## src/rtl/relu_drain_ctrl_pkg.sv

```systemverilog
`default_nettype none
// ---------------------------------------------------------------------------
// relu_drain_ctrl_pkg : shared FSM state and lane-slicing helpers
// Revision: 1.0
// ---------------------------------------------------------------------------
package relu_drain_ctrl_pkg;

   localparam int unsigned C_LANE_W_DEF = 16;
   localparam int unsigned C_LANES_DEF  = 4;

   typedef enum logic [1:0] {
      ST_IDLE  = 2'd0,
      ST_DRAIN = 2'd1,
      ST_DONE  = 2'd2
   } drain_state_t;

   function automatic int unsigned lane_lsb(input int unsigned lane, input int unsigned width);
      return lane * width;
   endfunction

   function automatic int unsigned sign_bit(input int unsigned lane, input int unsigned width);
      return lane * width + width - 1;
   endfunction

endpackage
`default_nettype wire

```

## src/rtl/relu_drain_ctrl_if.sv

```systemverilog
`default_nettype none
// ---------------------------------------------------------------------------
// relu_drain_ctrl_if : job control plus input/output row streams
// Revision: 1.0
// ---------------------------------------------------------------------------
interface relu_drain_ctrl_if #(
   parameter int WIDTH  = 16,
   parameter int COUNT  = 4,
   parameter int ADDR_W = 8,
   parameter int ROWS_W = 8,
   parameter int NEG_W  = 16
) ();
   logic                     start;
   logic                     cfg_apply_relu;
   logic [ROWS_W-1:0]        cfg_num_rows;
   logic [ADDR_W-1:0]        cfg_base_addr;
   logic                     busy;
   logic                     done;
   logic                     in_valid;
   logic [COUNT*WIDTH-1:0]   in_data;
   logic                     in_ready;
   logic                     out_valid;
   logic                     out_ready;
   logic [ADDR_W-1:0]        out_addr;
   logic [COUNT*WIDTH-1:0]   out_data;
   logic [NEG_W-1:0]         neg_count;

   modport slave (
      input  start, cfg_apply_relu, cfg_num_rows, cfg_base_addr,
      input  in_valid, in_data, out_ready,
      output busy, done, in_ready, out_valid, out_addr, out_data, neg_count
   );

   modport master (
      output start, cfg_apply_relu, cfg_num_rows, cfg_base_addr,
      output in_valid, in_data, out_ready,
      input  busy, done, in_ready, out_valid, out_addr, out_data, neg_count
   );
endinterface
`default_nettype wire

```

## src/rtl/relu_drain_ctrl_relu.sv

```systemverilog
`default_nettype none
// ---------------------------------------------------------------------------
// relu_layer : combinational per-lane ReLU, bypassed when i_apply is low
// Revision: 1.0
// ---------------------------------------------------------------------------
module relu_layer
   import relu_drain_ctrl_pkg::*;
#(
   parameter int WIDTH = 16,
   parameter int COUNT = 4
) (
   input  wire logic                   i_apply,
   input  wire logic [COUNT*WIDTH-1:0] i_data,
   output logic      [COUNT*WIDTH-1:0] o_data
);

   for (genvar g = 0; g < COUNT; g++) begin : g_lane
      assign o_data[lane_lsb(g, WIDTH) +: WIDTH] =
         (i_apply && i_data[sign_bit(g, WIDTH)]) ? '0 : i_data[lane_lsb(g, WIDTH) +: WIDTH];
   end

endmodule
`default_nettype wire

```

## src/rtl/relu_drain_ctrl.sv

```systemverilog
`default_nettype none
// ---------------------------------------------------------------------------
// relu_drain_ctrl : drains array rows through ReLU into the output buffer port
// Revision: 1.0
// ---------------------------------------------------------------------------
module relu_drain_ctrl
   import relu_drain_ctrl_pkg::*;
#(
   parameter int WIDTH  = 16,
   parameter int COUNT  = 4,
   parameter int ADDR_W = 8,
   parameter int ROWS_W = 8,
   parameter int NEG_W  = 16
) (
   input  wire logic        clk,
   input  wire logic        rst,
   relu_drain_ctrl_if.slave bus
);

   localparam int C_CNT_W = $clog2(COUNT + 1);

   drain_state_t             r_state;
   logic                     r_apply;
   logic [ROWS_W-1:0]        r_num_rows;
   logic [ADDR_W-1:0]        r_base;
   logic [ROWS_W-1:0]        r_row_idx;
   logic                     r_busy;
   logic                     r_done;
   logic                     r_out_valid;
   logic [ADDR_W-1:0]        r_out_addr;
   logic [COUNT*WIDTH-1:0]   r_out_data;
   logic [NEG_W-1:0]         r_neg;

   logic                     w_in_ready;
   logic                     w_in_hs;
   logic                     w_out_hs;
   logic                     w_ov_next;
   logic [ROWS_W-1:0]        w_idx_next;
   logic [ADDR_W-1:0]        w_addr;
   logic [COUNT*WIDTH-1:0]   w_relu_data;
   logic [C_CNT_W-1:0]       w_row_neg;
   logic [NEG_W:0]           w_neg_sum;
   logic [NEG_W-1:0]         w_neg_next;

   relu_layer #(
      .WIDTH (WIDTH),
      .COUNT (COUNT)
   ) u_relu (
      .i_apply (r_apply),
      .i_data  (bus.in_data),
      .o_data  (w_relu_data)
   );

   // The output register frees up in the same cycle it drains, so a held-high
   // out_ready lets a new row in every cycle.
   assign w_in_ready = (r_state == ST_DRAIN) && (r_row_idx < r_num_rows)
                       && (!r_out_valid || bus.out_ready);
   assign w_in_hs    = bus.in_valid && w_in_ready;
   assign w_out_hs   = r_out_valid && bus.out_ready;
   assign w_ov_next  = w_in_hs || (r_out_valid && !w_out_hs);
   assign w_idx_next = r_row_idx + ROWS_W'(w_in_hs);
   assign w_addr     = r_base + ADDR_W'(r_row_idx);

   always_comb begin
      w_row_neg = '0;
      for (int i = 0; i < COUNT; i++) begin
         w_row_neg = w_row_neg + C_CNT_W'(bus.in_data[sign_bit(i, WIDTH)]);
      end
   end

   assign w_neg_sum  = {1'b0, r_neg} + (NEG_W+1)'(w_row_neg);
   assign w_neg_next = w_neg_sum[NEG_W] ? '1 : w_neg_sum[NEG_W-1:0];

   always_ff @(posedge clk) begin
      if (rst) begin
         r_state     <= ST_IDLE;
         r_apply     <= 1'b0;
         r_num_rows  <= '0;
         r_base      <= '0;
         r_row_idx   <= '0;
         r_busy      <= 1'b0;
         r_done      <= 1'b0;
         r_out_valid <= 1'b0;
         r_out_addr  <= '0;
         r_out_data  <= '0;
         r_neg       <= '0;
      end else begin
         case (r_state)
            ST_IDLE: begin
               r_done <= 1'b0;
               if (bus.start) begin
                  r_apply    <= bus.cfg_apply_relu;
                  r_num_rows <= bus.cfg_num_rows;
                  r_base     <= bus.cfg_base_addr;
                  r_row_idx  <= '0;
                  r_neg      <= '0;
                  if (bus.cfg_num_rows == '0) begin
                     r_state <= ST_DONE;
                     r_done  <= 1'b1;
                     r_busy  <= 1'b0;
                  end else begin
                     r_state <= ST_DRAIN;
                     r_busy  <= 1'b1;
                  end
               end
            end
            ST_DRAIN: begin
               if (w_in_hs) begin
                  r_out_data <= w_relu_data;
                  r_out_addr <= w_addr;
                  r_row_idx  <= w_idx_next;
                  if (r_apply) begin
                     r_neg <= w_neg_next;
                  end
               end
               r_out_valid <= w_ov_next;
               if ((w_idx_next == r_num_rows) && !w_ov_next) begin
                  r_state <= ST_DONE;
                  r_done  <= 1'b1;
                  r_busy  <= 1'b0;
               end
            end
            ST_DONE: begin
               r_done  <= 1'b0;
               r_state <= ST_IDLE;
            end
            default: begin
               r_state <= ST_IDLE;
            end
         endcase
      end
   end

   assign bus.busy      = r_busy;
   assign bus.done      = r_done;
   assign bus.in_ready  = w_in_ready;
   assign bus.out_valid = r_out_valid;
   assign bus.out_addr  = r_out_addr;
   assign bus.out_data  = r_out_data;
   assign bus.neg_count = r_neg;

endmodule
`default_nettype wire
```

## src/flat_wrapper.sv

```systemverilog
// flat-port wrapper written by rule: the top's interface ports become plain ports
module relu_drain_ctrl_flat import relu_drain_ctrl_pkg::*;
#(
   parameter int WIDTH  = 16,
   parameter int COUNT  = 4,
   parameter int ADDR_W = 8,
   parameter int ROWS_W = 8,
   parameter int NEG_W  = 16
)
  (clk, rst, bus_start, bus_cfg_apply_relu, bus_cfg_num_rows, bus_cfg_base_addr, bus_in_valid, bus_in_data, bus_out_ready, bus_busy, bus_done, bus_in_ready, bus_out_valid, bus_out_addr, bus_out_data, bus_neg_count);
  relu_drain_ctrl_if #(.WIDTH(WIDTH), .COUNT(COUNT), .ADDR_W(ADDR_W), .ROWS_W(ROWS_W), .NEG_W(NEG_W)) bus_i ();
  input  wire logic clk;
  input  wire logic rst;
  input wire logic [$bits(bus_i.start)-1:0] bus_start;
  input wire logic [$bits(bus_i.cfg_apply_relu)-1:0] bus_cfg_apply_relu;
  input wire logic [$bits(bus_i.cfg_num_rows)-1:0] bus_cfg_num_rows;
  input wire logic [$bits(bus_i.cfg_base_addr)-1:0] bus_cfg_base_addr;
  input wire logic [$bits(bus_i.in_valid)-1:0] bus_in_valid;
  input wire logic [$bits(bus_i.in_data)-1:0] bus_in_data;
  input wire logic [$bits(bus_i.out_ready)-1:0] bus_out_ready;
  output wire logic [$bits(bus_i.busy)-1:0] bus_busy;
  output wire logic [$bits(bus_i.done)-1:0] bus_done;
  output wire logic [$bits(bus_i.in_ready)-1:0] bus_in_ready;
  output wire logic [$bits(bus_i.out_valid)-1:0] bus_out_valid;
  output wire logic [$bits(bus_i.out_addr)-1:0] bus_out_addr;
  output wire logic [$bits(bus_i.out_data)-1:0] bus_out_data;
  output wire logic [$bits(bus_i.neg_count)-1:0] bus_neg_count;
  assign bus_i.start = bus_start;
  assign bus_i.cfg_apply_relu = bus_cfg_apply_relu;
  assign bus_i.cfg_num_rows = bus_cfg_num_rows;
  assign bus_i.cfg_base_addr = bus_cfg_base_addr;
  assign bus_i.in_valid = bus_in_valid;
  assign bus_i.in_data = bus_in_data;
  assign bus_i.out_ready = bus_out_ready;
  assign bus_busy = bus_i.busy;
  assign bus_done = bus_i.done;
  assign bus_in_ready = bus_i.in_ready;
  assign bus_out_valid = bus_i.out_valid;
  assign bus_out_addr = bus_i.out_addr;
  assign bus_out_data = bus_i.out_data;
  assign bus_neg_count = bus_i.neg_count;
  relu_drain_ctrl #(.WIDTH(WIDTH), .COUNT(COUNT), .ADDR_W(ADDR_W), .ROWS_W(ROWS_W), .NEG_W(NEG_W)) u_core (.clk(clk), .rst(rst), .bus(bus_i));
endmodule
```

## config.mk

```make
export PLATFORM = sky130hd
export DESIGN_NAME = relu_drain_ctrl_flat
export DESIGN_NICKNAME = d
export VERILOG_FILES = /design/src/rtl/relu_drain_ctrl_pkg.sv /design/src/rtl/relu_drain_ctrl_if.sv /design/src/rtl/relu_drain_ctrl_relu.sv /design/src/rtl/relu_drain_ctrl.sv /design/src/flat_wrapper.sv
export SDC_FILE = /design/constraint.sdc
export NUM_CORES = 1
export LEC_CHECK = 0
export CAP_MARGIN = 30
export CORE_ASPECT_RATIO = 1.1
export CORE_MARGIN = 10
export CORE_UTILIZATION = 42
export CTS_CLUSTER_SIZE = 30
export DETAILED_ROUTE_END_ITERATION = 12
export GPL_TIMING_DRIVEN = 1
export PLACE_DENSITY = 0.81
export REMOVE_ABC_BUFFERS = 1
export SLEW_MARGIN = 20
export SYNTH_ARGS = -nofsm -noshare
export SYNTH_HDL_FRONTEND = slang
export SYNTH_SLANG_ARGS = --single-unit
```

## constraint.sdc

```tcl
create_clock -name clk -period 3.6 [get_ports clk]
set_input_delay 0.9 -clock clk [delete_from_list [all_inputs] [get_ports clk]]
set_output_delay 0.9 -clock clk [all_outputs]
set_load 0.005 [all_outputs]
```

==> metrics.txt <==
area post-placement=about 0.0076 sq mm; RSZ-0062 raised after global routing=false; crit path time final=about 3.5 ns; CP max-delay cell=or3_1; Pre-Repair DR Iteration Count=5; crit share post-route=0.9690; share of layout cells above drive strength 1=0.08847; outcome=finished, final reports clean; hold path cells=2; DRC=0; # port buffers=between 150 and 200; met1 Resource Use GR=0.2143; Crit Path Category=in2reg; Syn Inst Count=698; Max VDD drop=0.2943 mV; Routability Congestion=between 0.8 and 0.9; slowest stage delay, CP=0.43 ns; antenna-violating nets left=0; most used routing layer=met2; final setup fails=0; Layout Utilization=0.6296; Power Density=470.8 mW/mm^2; GRT Residual Overflow=0; Rows=44; CTS Buf Count=17; Hold Vio Cnt, Final=0; I/O pin total=178; Max-cap violations=0; Post-synth EDFFs=0; R2R depth=14; vias per cell=5.366; worst path cell trace=clkdlybuf4s50_1 > nand2b_1 > and4b_1 > a21bo_2 > inv_4 > ha_1 > ha_1 > and3_2 > a221o_1 > a211oi_2 > a41oi_2 > or3_1 > a21oi_1; Synth Area per Inst=8.013 sq um; CP Launch Type=input port; final worst slack=~0.11 ns; Post-CTS Setup Repair Bufs=0; clk root buf=clkbuf_16; Fin Setup TNS=0 ns; Ys Warns=0; clock buffer depth=2; Max FO, Critical Path=3; worst slew pin tran=~0.86 ns; Worst Path Required=3.93 ns; CP dominant cell by count=ha_1; Hold Path Sink=u_core.bus.out_data[10]$_SDFFE_PP0P_; Std-Cell Core Area=0.01310 sq mm; Synth area leaders=dfxtp_1 42%, a21oi_1 9.6%, nand2_1 9.1%, nand3_1 6.4%, ha_1 5.4%; latest clock arrival within the worst-skew pair=0.42 ns; Final HPWL DP=12470 um; initial antenna violation count=0; CTS H-tree depth=4; Cell Area, Synth=0.005593 sq mm; Reg clk slew, reported paths=0.05 ns; part of the Yosys area used for sequential elements=0.4224; Yosys top cell by area=dfxtp_1; hold buffers post-CTS=0; Post-synth top flop=dfxtp_1; GR Util met2=0.3084; Sw Pwr=980.4 uW; DIE AREA=0.01834 sq mm; Sw Share=0.2525; Internal Power=2.903 mW; Vias=about 5700; Die W=130.0 um; R2R Setup Slk=0.17 ns; global-route wire length before repair=27380 um; die outline height=141.0 um; Synth async-reset ratio=0; Combinational Power Share=0.173; synthesized flop and latch total=118; min-delay worst type=reg2reg; First DRT Iteration DRCs=373; area grow syn2layout=47.49%; clock sinks=about 120; Max Slew Vio Count=0; Critical R2R Capture=u_core.bus.done$_SDFFE_PP0P_; Starting Density=0.4269; Flop pwr share=0.366; CP arrival=3.82 ns; count of different cell masters after synthesis=~60; worst r2r src=u_core.r_num_rows[5]$_SDFFE_PP0P_; Clk pwr share=0.461; crit end category=register; static leakage=2.988 nW; largest net degree at the start of global routing=roughly 80; Worst Skew=0.009434 ns; Final #Nets=about 990; final instance area=~0.0082 sq mm; met3 Use GR=0.05589; Hold Startpoint=u_core.bus.out_data[10]$_SDFFE_PP0P_; post-place setup slack=-0.2830 ns; wire length per cell=between 15 and 20 um; wirelength, routed=~17000 um; Max-slew headroom=0.4260; Fmax=286.7 MHz; Synth top area share=0.4224; vias in the first global route=5398; Tot GR Track Use=0.1852; n_diodes=0; Pwr Total=3.883 mW; CTS tree=yes
how the worst max path moves through the flow:
stage / startpoint / to / depth (start not counted)
3_5_place_dp: bus_in_data[31] / u_core.bus.neg_count[15]$_SDFFE_PP0P_ / 12
4_1_cts: u_core.r_num_rows[5]$_SDFFE_PP0P_ / u_core.bus.done$_SDFFE_PP0P_ / 14
2_1_floorplan: bus_out_ready / u_core.bus.done$_SDFFE_PP0P_ / 12
3_3_place_gp: bus_in_data[31] / u_core.bus.neg_count[9]$_SDFFE_PP0P_ / 13
5_1_grt: u_core.r_num_rows[5]$_SDFFE_PP0P_ / u_core.bus.done$_SDFFE_PP0P_ / 14
6_report: bus_out_ready / u_core.bus.done$_SDFFE_PP0P_ / 13
kinds of logic (layout without fill, tap and decap cells):
| group | Yosys count | count (layout) | synth area share |
|---|---|---|---|
| AOI/OAI and AO/OA | 184 | 184 | 0.1993 |
| xor gates and xnor gates | 17 | 17 | 0.02662 |
| adders and majority gates | 27 | 27 | 0.06443 |
| buffers and inverters | 74 | 269 | 0.05615 |
| DFF | 118 | 118 | 0.4224 |
| muxes | 1 | 1 | 0.001790 |
| and+or+nand+nor | 277 | 277 | 0.2293 |
state kept, by name, summed over array words and instances, names as in the netlist:
register              flops
u_core.bus.neg_count     16
u_core.bus.out_valid      1
u_core.r_row_idx          8
u_core.bus.done           1
u_core.r_state            2
u_core.r_num_rows         8
u_core.bus.out_addr       8
u_core.r_base             8
u_core.bus.busy           1
u_core.bus.out_data      64
u_core.r_apply            1
routing by layer:
layer	vias to the layer above	part of all wire
li1	2825	-
met1	2581	0.41
met2	219	0.48
met3	31	0.085
met4	0	0.023
met5	-	0
final cells by class:
class | count | area, sq um
clock buffer | 23 | 478.0
clock inverter | 9 | 147.6
sequential | 118 | 2362
inverter | 29 | 111.4
tap | 161 | 201.4
multi-input combinational | 506 | 2934
timing repair buffer | 208 | 2014
fill | 1126 | 4853
cells in the final DEF, fill, tap and decap left out, drive strengths merged, types with 3 or more instances in the layout:
| master | instances |
|---|---|
| o211ai | 7 |
| nor4 | 4 |
| a21oi | 107 |
| a31oi | 11 |
| o21ai | 19 |
| a311oi | 4 |
| xor2 | 3 |
| clkinv | 4 |
| ha | 24 |
| a211oi | 5 |
| a41oi | 3 |
| or3 | 3 |
| bufinv | 4 |
| nand3b | 6 |
| xnor2 | 14 |
| nor2 | 21 |
| a221oi | 3 |
| nor3 | 12 |
| clkbuf | 23 |
| fa | 3 |
| clkdlybuf4s50 | 176 |
| nand2 | 135 |
| nand3 | 72 |
| inv | 29 |
| buf | 32 |
| a21o | 4 |
| o32ai | 3 |
| and3 | 9 |
| dfxtp | 118 |
Yosys cell counts, drive strengths merged, types with 4 or more instances:
library cell / count
clkbuf: 32
a31oi: 11
o211ai: 7
nor2: 21
dfxtp: 118
a21o: 4
nor4: 4
and3: 9
inv: 29
nand2: 135
ha: 24
buf: 13
nor3: 12
xnor2: 14
a211oi: 5
nand3: 72
o21ai: 19
a311oi: 4
a21oi: 107
nand3b: 6
worst max-delay path: cells and delay by family:
family / cells / cell delay, ns
fa+ha+maj: 2 / 0.37
simple gates: 4 / 1.02
buf+inv: 2 / 0.45
compound gates: 5 / 1.08
power by group through the flow:
stage,clock [mW],sequential [mW],combinational (mW)
finish,1.79,1.42,0.671
global route,1.88,1.43,0.745
CTS,1.82,1.42,0.673
detailed placement,0,1.45,0.667
global placement,0,1.45,0.660
floorplan,0,1.45,0.321
through the flow:
step	cells	hold slack, ns
after detailed placement	1022	0.4427
after CTS	1054	0.4502
final	1054	0.4477
after global placement	1022	0.4382
after global routing	1054	0.4627
after floorplan	653	0.4340
repair_timing:
item | in CTS | in global routing
resized for setup | 0 | 7
endpoints found under the setup margin | 0 | 8
endpoints found under the hold margin | 0 | 0
(Power assumes the default switching activity.)
